==> src/rtl/regfile_exec_seq_if.sv <==
// Instruction handshake between the issuing side and regfile_exec_seq.
// Master offers an instruction, slave raises in_ready when it can take one.
interface regfile_exec_seq_if;
  logic        in_valid;
  logic        in_ready;
  logic [2:0]  in_op;
  logic [4:0]  in_rd;
  logic [4:0]  in_rs1;
  logic [4:0]  in_rs2;
  logic [15:0] in_imm;

  modport master (
    output in_valid,
    output in_op,
    output in_rd,
    output in_rs1,
    output in_rs2,
    output in_imm,
    input  in_ready
  );

  modport slave (
    input  in_valid,
    input  in_op,
    input  in_rd,
    input  in_rs1,
    input  in_rs2,
    input  in_imm,
    output in_ready
  );
endinterface

==> src/rtl/regfile_exec_seq.sv <==
// Sequencer for one 16-bit ALU instruction at a time against an external
// register file: IDLE -> READ -> EXEC -> WB, or IDLE -> WB for LI.
module regfile_exec_seq (
  input  logic                      clk,
  input  logic                      rst_n,
  regfile_exec_seq_if.slave         in_if,
  output logic                      readA,
  output logic                      readB,
  output logic [4:0]                rdAddrA,
  output logic [4:0]                rdAddrB,
  input  logic [15:0]               rdDataA,
  input  logic [15:0]               rdDataB,
  output logic                      write,
  output logic [4:0]                wrAddr,
  output logic [15:0]               wrData,
  output logic                      done,
  output logic                      flag_z,
  output logic                      flag_c
);

  typedef enum logic [1:0] {
    IDLE,
    READ,
    EXEC,
    WB
  } state_t;

  localparam logic [2:0] OP_ADD = 3'd0;
  localparam logic [2:0] OP_SUB = 3'd1;
  localparam logic [2:0] OP_AND = 3'd2;
  localparam logic [2:0] OP_OR  = 3'd3;
  localparam logic [2:0] OP_XOR = 3'd4;
  localparam logic [2:0] OP_SHL = 3'd5;
  localparam logic [2:0] OP_SHR = 3'd6;
  localparam logic [2:0] OP_LI  = 3'd7;

  state_t      state_q, state_d;
  logic [2:0]  op_q, op_d;
  logic [4:0]  rd_q, rd_d;
  logic [4:0]  rs1_q, rs1_d;
  logic [4:0]  rs2_q, rs2_d;
  logic [15:0] imm_q, imm_d;
  logic        read_q, read_d;
  logic [4:0]  rd_addr_a_q, rd_addr_a_d;
  logic [4:0]  rd_addr_b_q, rd_addr_b_d;
  logic        write_q, write_d;
  logic [4:0]  wr_addr_q, wr_addr_d;
  logic [15:0] wr_data_q, wr_data_d;
  logic        done_q, done_d;
  logic        z_q, z_d;
  logic        c_q, c_d;

  logic [16:0] sum;
  logic [16:0] dif;
  logic [15:0] alu_res;
  logic        alu_c;
  logic        accept;

  assign accept = in_if.in_valid && (state_q == IDLE);

  // ALU on the operands the register file returns during EXEC
  always_comb begin
    sum     = {1'b0, rdDataA} + {1'b0, rdDataB};
    dif     = {1'b0, rdDataA} - {1'b0, rdDataB};
    alu_res = rdDataA;
    alu_c   = 1'b0;
    unique case (op_q)
      OP_ADD: begin
        alu_res = sum[15:0];
        alu_c   = sum[16];
      end
      OP_SUB: begin
        alu_res = dif[15:0];
        alu_c   = dif[16];
      end
      OP_AND: alu_res = rdDataA & rdDataB;
      OP_OR:  alu_res = rdDataA | rdDataB;
      OP_XOR: alu_res = rdDataA ^ rdDataB;
      OP_SHL: alu_res = rdDataA << rdDataB[3:0];
      OP_SHR: alu_res = rdDataA >> rdDataB[3:0];
      OP_LI:  alu_res = rdDataA;
    endcase
  end

  // Next state and next registered outputs
  always_comb begin
    state_d     = state_q;
    op_d        = op_q;
    rd_d        = rd_q;
    rs1_d       = rs1_q;
    rs2_d       = rs2_q;
    imm_d       = imm_q;
    read_d      = 1'b0;
    rd_addr_a_d = rd_addr_a_q;
    rd_addr_b_d = rd_addr_b_q;
    write_d     = 1'b0;
    wr_addr_d   = wr_addr_q;
    wr_data_d   = wr_data_q;
    done_d      = 1'b0;
    z_d         = z_q;
    c_d         = c_q;
    unique case (state_q)
      IDLE: begin
        if (accept) begin
          op_d  = in_if.in_op;
          rd_d  = in_if.in_rd;
          rs1_d = in_if.in_rs1;
          rs2_d = in_if.in_rs2;
          imm_d = in_if.in_imm;
          if (in_if.in_op == OP_LI) begin
            state_d   = WB;
            write_d   = 1'b1;
            done_d    = 1'b1;
            wr_addr_d = in_if.in_rd;
            wr_data_d = in_if.in_imm;
          end else begin
            state_d     = READ;
            read_d      = 1'b1;
            rd_addr_a_d = in_if.in_rs1;
            rd_addr_b_d = in_if.in_rs2;
          end
        end
      end
      READ: state_d = EXEC;
      EXEC: begin
        state_d   = WB;
        write_d   = 1'b1;
        done_d    = 1'b1;
        wr_addr_d = rd_q;
        wr_data_d = alu_res;
        z_d       = (alu_res == 16'h0000);
        c_d       = alu_c;
      end
      WB: state_d = IDLE;
    endcase
  end

  // State and registered outputs, synchronous active-low clear
  always_ff @(posedge clk) begin
    if (!rst_n) begin
      state_q     <= IDLE;
      op_q        <= '0;
      rd_q        <= '0;
      rs1_q       <= '0;
      rs2_q       <= '0;
      imm_q       <= '0;
      read_q      <= 1'b0;
      rd_addr_a_q <= '0;
      rd_addr_b_q <= '0;
      write_q     <= 1'b0;
      wr_addr_q   <= '0;
      wr_data_q   <= '0;
      done_q      <= 1'b0;
      z_q         <= 1'b0;
      c_q         <= 1'b0;
    end else begin
      state_q     <= state_d;
      op_q        <= op_d;
      rd_q        <= rd_d;
      rs1_q       <= rs1_d;
      rs2_q       <= rs2_d;
      imm_q       <= imm_d;
      read_q      <= read_d;
      rd_addr_a_q <= rd_addr_a_d;
      rd_addr_b_q <= rd_addr_b_d;
      write_q     <= write_d;
      wr_addr_q   <= wr_addr_d;
      wr_data_q   <= wr_data_d;
      done_q      <= done_d;
      z_q         <= z_d;
      c_q         <= c_d;
    end
  end

  assign in_if.in_ready = (state_q == IDLE);
  assign readA   = read_q;
  assign readB   = read_q;
  assign rdAddrA = rd_addr_a_q;
  assign rdAddrB = rd_addr_b_q;
  assign write   = write_q;
  assign wrAddr  = wr_addr_q;
  assign wrData  = wr_data_q;
  assign done    = done_q;
  assign flag_z  = z_q;
  assign flag_c  = c_q;

endmodule

==> src/flat_wrapper.sv <==
// flat-port wrapper written by rule: the top's interface ports become plain ports
module regfile_exec_seq_flat 
  (clk, rst_n, readA, readB, rdAddrA, rdAddrB, rdDataA, rdDataB, write, wrAddr, wrData, done, flag_z, flag_c, in_if_in_valid, in_if_in_op, in_if_in_rd, in_if_in_rs1, in_if_in_rs2, in_if_in_imm, in_if_in_ready);
  regfile_exec_seq_if in_if_i ();
  input  logic clk;
  input  logic rst_n;
  output logic readA;
  output logic readB;
  output logic [4:0] rdAddrA;
  output logic [4:0] rdAddrB;
  input  logic [15:0] rdDataA;
  input  logic [15:0] rdDataB;
  output logic write;
  output logic [4:0] wrAddr;
  output logic [15:0] wrData;
  output logic done;
  output logic flag_z;
  output logic flag_c;
  input wire logic [$bits(in_if_i.in_valid)-1:0] in_if_in_valid;
  input wire logic [$bits(in_if_i.in_op)-1:0] in_if_in_op;
  input wire logic [$bits(in_if_i.in_rd)-1:0] in_if_in_rd;
  input wire logic [$bits(in_if_i.in_rs1)-1:0] in_if_in_rs1;
  input wire logic [$bits(in_if_i.in_rs2)-1:0] in_if_in_rs2;
  input wire logic [$bits(in_if_i.in_imm)-1:0] in_if_in_imm;
  output wire logic [$bits(in_if_i.in_ready)-1:0] in_if_in_ready;
  assign in_if_i.in_valid = in_if_in_valid;
  assign in_if_i.in_op = in_if_in_op;
  assign in_if_i.in_rd = in_if_in_rd;
  assign in_if_i.in_rs1 = in_if_in_rs1;
  assign in_if_i.in_rs2 = in_if_in_rs2;
  assign in_if_i.in_imm = in_if_in_imm;
  assign in_if_in_ready = in_if_i.in_ready;
  regfile_exec_seq u_core (.clk(clk), .rst_n(rst_n), .in_if(in_if_i), .readA(readA), .readB(readB), .rdAddrA(rdAddrA), .rdAddrB(rdAddrB), .rdDataA(rdDataA), .rdDataB(rdDataB), .write(write), .wrAddr(wrAddr), .wrData(wrData), .done(done), .flag_z(flag_z), .flag_c(flag_c));
endmodule
==> config.mk <==
export PLATFORM = sky130hd
export DESIGN_NAME = regfile_exec_seq_flat
export DESIGN_NICKNAME = d
export VERILOG_FILES = /design/src/rtl/regfile_exec_seq_if.sv /design/src/rtl/regfile_exec_seq.sv /design/src/flat_wrapper.sv
export SDC_FILE = /design/constraint.sdc
export NUM_CORES = 1
export LEC_CHECK = 0
export ABC_CLOCK_PERIOD_IN_PS = 10200
export CORE_MARGIN = 2
export CORE_UTILIZATION = 30
export DETAILED_ROUTE_END_ITERATION = 8
export PLACE_DENSITY = 0.51
export SLEW_MARGIN = 20
export SYNTH_ARGS = -nofsm -noshare
export SYNTH_HDL_FRONTEND = slang
export SYNTH_SLANG_ARGS = --single-unit
==> constraint.sdc <==
create_clock -name clk -period 10.2 [get_ports clk]
set_input_delay 2.04 -clock clk [delete_from_list [all_inputs] [get_ports clk]]
set_output_delay 2.04 -clock clk [all_outputs]
set_load 0.02 [all_outputs]
==> report_table.html <==
<table>
<tr><th>Metric</th><th>Value</th></tr>
<tr><th colspan="2">Worst setup path</th></tr>
<tr><td>Category of the worst setup path launch point</td><td>primary input</td></tr>
<tr><td>Buf+Inv Stages, Crit Path</td><td>3</td></tr>
<tr><td>Critical path's slowest cell</td><td>inv_1</td></tr>
<tr><td>Kind of capture point of the worst setup path</td><td>register</td></tr>
<tr><td>Setup slack, reg-to-reg</td><td>6930 ps</td></tr>
<tr><td>Cells traversed along the worst timing path</td><td>clkdlybuf4s50_1 -&gt; buf_4 -&gt; inv_1 -&gt; ha_1 -&gt; nor4b_1 -&gt; or3_1 -&gt; a31oi_1 -&gt; o31ai_1 -&gt; mux2i_1 -&gt; nor4b_1 -&gt; a21oi_1 -&gt; a31o_2</td></tr>
<tr><td>CP required</td><td>10,380 ps</td></tr>
<tr><td>Worst setup path class</td><td>in -&gt; reg</td></tr>
<tr><td>Crit Reg-Reg Startpoint</td><td>u_core.op_q[1]$_SDFFE_PN0P_</td></tr>
<tr><td>Arrival time of the worst setup path</td><td>6000 ps</td></tr>
<tr><td>R2R depth</td><td>10</td></tr>
<tr><td>Crit Reg-Reg Endpoint</td><td>u_core.wrData[10]$_SDFFE_PN0P_</td></tr>
<tr><td>Peak fanout along the critical path</td><td>23</td></tr>
<tr><td>Cell repeated most along the worst path</td><td>nor4b_1</td></tr>
<tr><td>Top cell family by delay on the critical path</td><td>simple AND/OR/NAND/NOR gates</td></tr>
<tr><td>Delay of the slowest cell on the worst path</td><td>640 ps</td></tr>
<tr><th colspan="2">Yosys</th></tr>
<tr><td>Synth top area share</td><td>0.153</td></tr>
<tr><td>Mean instance size in the synthesized netlist</td><td>7.54 um^2</td></tr>
<tr><td>Number of register bits inferred by synthesis</td><td>45</td></tr>
<tr><td>Fraction of registers with async set/reset</td><td>0</td></tr>
<tr><td>Cell accounting for the most synthesized area</td><td>dfxtp_1</td></tr>
<tr><td>Number of synthesized flops with an enable pin</td><td>0</td></tr>
<tr><td>YS warnings</td><td>0</td></tr>
<tr><td>Total nets after synthesis</td><td>903</td></tr>
<tr><td>Cells taking the most area after synthesis</td><td>dfxtp_1 (15%), ha_1 (11%), mux4_2 (8.0%)</td></tr>
<tr><td>Number of different library cells in the post-synthesis netlist</td><td>74</td></tr>
<tr><td>Post-synthesis sequential area ratio</td><td>0.153</td></tr>
<tr><td>Most repeated cell in the gate-level netlist after synthesis</td><td>nand2_1</td></tr>
<tr><td>Primary FF master, synth</td><td>dfxtp_1</td></tr>
<tr><td>Gate Count Post-Synth</td><td>a little under 800</td></tr>
<tr><td>Area of the mapped netlist</td><td>0.00589 mm^2</td></tr>
<tr><td>Post-synth top cells</td><td>nand2_1 (91), nor2_1 (72), a21oi_1 (67), ha_1 (51), inv_1 (49)</td></tr>
<tr><th colspan="2">Clock tree</th></tr>
<tr><td>Clock tree from TritonCTS</td><td>done</td></tr>
<tr><td>Clock transition at the register clock pins on the worst setup and hold paths after CTS</td><td>60 ps</td></tr>
<tr><td>Clock latency at the later pin of the worst-skew pair</td><td>290 ps</td></tr>
<tr><td>Number of cells upsized or downsized after cts</td><td>0</td></tr>
<tr><td># hold bufs at CTS</td><td>0</td></tr>
<tr><td>H-tree levels</td><td>2</td></tr>
<tr><td>TritonCTS Sinks</td><td>45</td></tr>
<tr><td>Clock root buffer master</td><td>clkbuf_16</td></tr>
<tr><td>Post-CTS setup-driven buffer insertion count</td><td>0</td></tr>
<tr><td>Longest Clk Path Bufs</td><td>2</td></tr>
<tr><td>Number of buffers inserted during clock tree synthesis</td><td>5</td></tr>
<tr><th colspan="2">Hold path</th></tr>
<tr><td>WHS Endpoint</td><td>u_core.rd_q[3]$_SDFFE_PN0P_</td></tr>
<tr><td>Worst min-delay path class</td><td>reg -&gt; reg</td></tr>
<tr><td>Number of cells on the worst hold path</td><td>2</td></tr>
<tr><td>Launch point of the worst hold path</td><td>u_core.rd_q[3]$_SDFFE_PN0P_</td></tr>
<tr><th colspan="2">Drt</th></tr>
<tr><td>Vias per cell</td><td>5.73</td></tr>
<tr><td>Wire per inst</td><td>21.0 um</td></tr>
<tr><td>Routed wire length</td><td>~23 mm</td></tr>
<tr><td>Post-route ant nets</td><td>0</td></tr>
<tr><td>First DRT Iteration DRCs</td><td>627</td></tr>
<tr><td>Number of iterations in the first detailed-routing pass</td><td>8</td></tr>
<tr><td>Total number of vias</td><td>6,365</td></tr>
<tr><td>Post-route DRC</td><td>0</td></tr>
<tr><th colspan="2">STA</th></tr>
<tr><td>Slew HR</td><td>0.299</td></tr>
<tr><td>Final hold violation count</td><td>0</td></tr>
<tr><td>Setup total negative slack</td><td>0 ps</td></tr>
<tr><td>Worst-case clock skew</td><td>5.86 ps</td></tr>
<tr><td>Min cycle time layout</td><td>5820 ps</td></tr>
<tr><td>Final period utilization</td><td>0.570</td></tr>
<tr><td>Upper clock frequency limit</td><td>roughly 170 MHz</td></tr>
<tr><td>Unrepaired setup endpoints after global routing</td><td>no</td></tr>
<tr><td>Worst Tran Pin Value</td><td>1050 ps</td></tr>
<tr><td>Total setup violations reported at the end of the flow</td><td>0</td></tr>
<tr><td>Final Max Tran Viols</td><td>0</td></tr>
<tr><th colspan="2">Floorplanning</th></tr>
<tr><td>Starting utilization of the core area</td><td>0.305</td></tr>
<tr><td>Die area</td><td>0.0208 mm^2</td></tr>
<tr><td>Die height</td><td>approximately 140 um</td></tr>
<tr><td>Total I/O pin count</td><td>107</td></tr>
<tr><td>Core footprint</td><td>0.0193 mm^2</td></tr>
<tr><td>Core Rows</td><td>51</td></tr>
<tr><td>Die W</td><td>144 um</td></tr>
<tr><th colspan="2">Run</th></tr>
<tr><td>Maximum capacitance violations</td><td>0</td></tr>
<tr><th colspan="2">Place</th></tr>
<tr><td>DP Wirelength</td><td>17.9 mm</td></tr>
<tr><td>I/O Buffers</td><td>106</td></tr>
<tr><td>Routability congestion estimate</td><td>0.989</td></tr>
<tr><th colspan="2">Global routing</th></tr>
<tr><td>Via count of the first global-routing pass</td><td>roughly 5,800</td></tr>
<tr><td>Antenna violations before repair</td><td>0</td></tr>
<tr><td>Global-route wire length before repair</td><td>35.2 mm</td></tr>
<tr><td>Total routing resource utilization after global routing</td><td>0.221</td></tr>
<tr><td>Overflow left after global routing</td><td>0</td></tr>
<tr><td>Largest net degree at the start of global routing</td><td>51</td></tr>
<tr><th colspan="2">Layout</th></tr>
<tr><td>P&amp;R area growth vs syn</td><td>23.3%</td></tr>
<tr><td>Final core utilization</td><td>0.376</td></tr>
<tr><td>Total inserted antenna cells</td><td>0</td></tr>
<tr><td>Number of fill cells</td><td>2,014</td></tr>
<tr><td>Total number of nets in the final design</td><td>slightly below 1,000</td></tr>
<tr><td>Share of final-layout standard cells stronger than drive strength 1</td><td>0.0709</td></tr>
<tr><th colspan="2">Status</th></tr>
<tr><td>Run status</td><td>finished clean</td></tr>
<tr><th colspan="2">Power</th></tr>
<tr><td>Maximum resistive drop on vdd</td><td>0.0798 mV</td></tr>
<tr><td>Pwr dens</td><td>145 mW/mm^2</td></tr>
<tr><td>Cell leakage power</td><td>2.75 nW</td></tr>
</table>
==> power breakdown <==
group | switching, W | internal, W
combinational | 0.000394 | 0.000247
clock | 0.0000694 | 0.000116
sequential | 0.0000175 | 0.000213
==> placed cells by master (no fill, tap or decap), types with 8 or more instances in the layout <==
master,count
o22ai_1,13
o211ai_1,12
nand3_1,17
buf_4,10
a211oi_1,19
nor2b_1,10
a31oi_1,8
nand2_1,91
nor2_1,72
dfxtp_1,45
nand2b_1,18
mux4_2,21
inv_1,49
a21oi_1,66
o31ai_1,8
mux2i_1,21
a22oi_1,14
nor3_1,17
a211o_1,8
o21ai_0,24
clkdlybuf4s50_1,105
ha_1,51
==> final cells by class <==
| cell class | count | area (um^2) | area share |
|---|---|---|---|
| Clock inverter | 2 | 38.8 | 0.00534 |
| Inverter | 53 | 199 | 0.0274 |
| Clock buffer | 6 | 129 | 0.0177 |
| Multi-Input combinational cell | 624 | 4540 | 0.624 |
| Timing Repair Buffer | 116 | 1130 | 0.156 |
| Sequential cell | 45 | 901 | 0.124 |
| Tap cell | 265 | 332 | 0.0456 |
==> tightest hold or removal path, cell delays in order, from the launching register on <==
cell,delay (ps)
dfxtp_1,310
nand2_1,50
a21oi_1,50
==> how the worst max path moves through the flow <==
stage / startpoint / endpoint / slack [ps] / cells after the start
4_1_cts: rdDataB[2] / u_core.wrData[15]$_SDFFE_PN0P_ / 4420 / 12
2_1_floorplan: rdDataB[1] / u_core.wrData[13]$_SDFFE_PN0P_ / 5390 / 13
5_1_grt: rdDataB[2] / u_core.wrData[15]$_SDFFE_PN0P_ / 4130 / 12
6_report: rdDataB[2] / u_core.wrData[15]$_SDFFE_PN0P_ / 4380 / 12
3_3_place_gp: rdDataB[2] / u_core.wrData[15]$_SDFFE_PN0P_ / 4220 / 12
3_5_place_dp: rdDataB[2] / u_core.wrData[15]$_SDFFE_PN0P_ / 4140 / 12
==> stage by stage <==
step	setup WS (ps)	area [um^2]	instances	hold slack, ps	power [W]
floorplan	5390	5890	781	436	0.000643
global placement	4220	7100	1103	440	0.000871
detailed placement	4140	7100	1103	448	0.000871
CTS	4420	7270	1111	457	0.00106
global route	4130	7270	1111	477	0.00113
finish	4380	7270	1111	453	0.00106
==> logic make-up (layout without fill, tap and decap cells) <==
family          after synthesis  after routing  share of synthesized area
flops                        45             45                      0.153
compound gates              234            234                      0.273
buf+inv                     112            177                     0.0786
simple gates                281            281                      0.232
fa+ha+maj                    53             53                      0.115
mux                          51             51                      0.141
xor+xnor                      5              5                    0.00744
==> registers in the layout, indices dropped and copies added, names as in the netlist <==
| register | flops |
|---|---|
| u_core.rd_q | 5 |
| u_core.rdAddrB | 5 |
| u_core.op_q | 3 |
| u_core.flag_c | 1 |
| u_core.wrData | 16 |
| u_core.readA | 1 |
| u_core.write | 1 |
| u_core.flag_z | 1 |
| u_core.rdAddrA | 5 |
| u_core.wrAddr | 5 |
| u_core.state_q | 2 |
==> metal layers <==
metal,share of wire,vias to the layer above,global-route usage,wire length [um]
li1,-,3022,-,-
met1,0.43,3051,0.298,9980
met2,0.48,254,0.363,11100
met3,0.065,38,0.0344,1520
met4,0.030,0,0.0712,702
met5,0,-,0,0
Note: power is estimated with default switching activity, not from simulation.
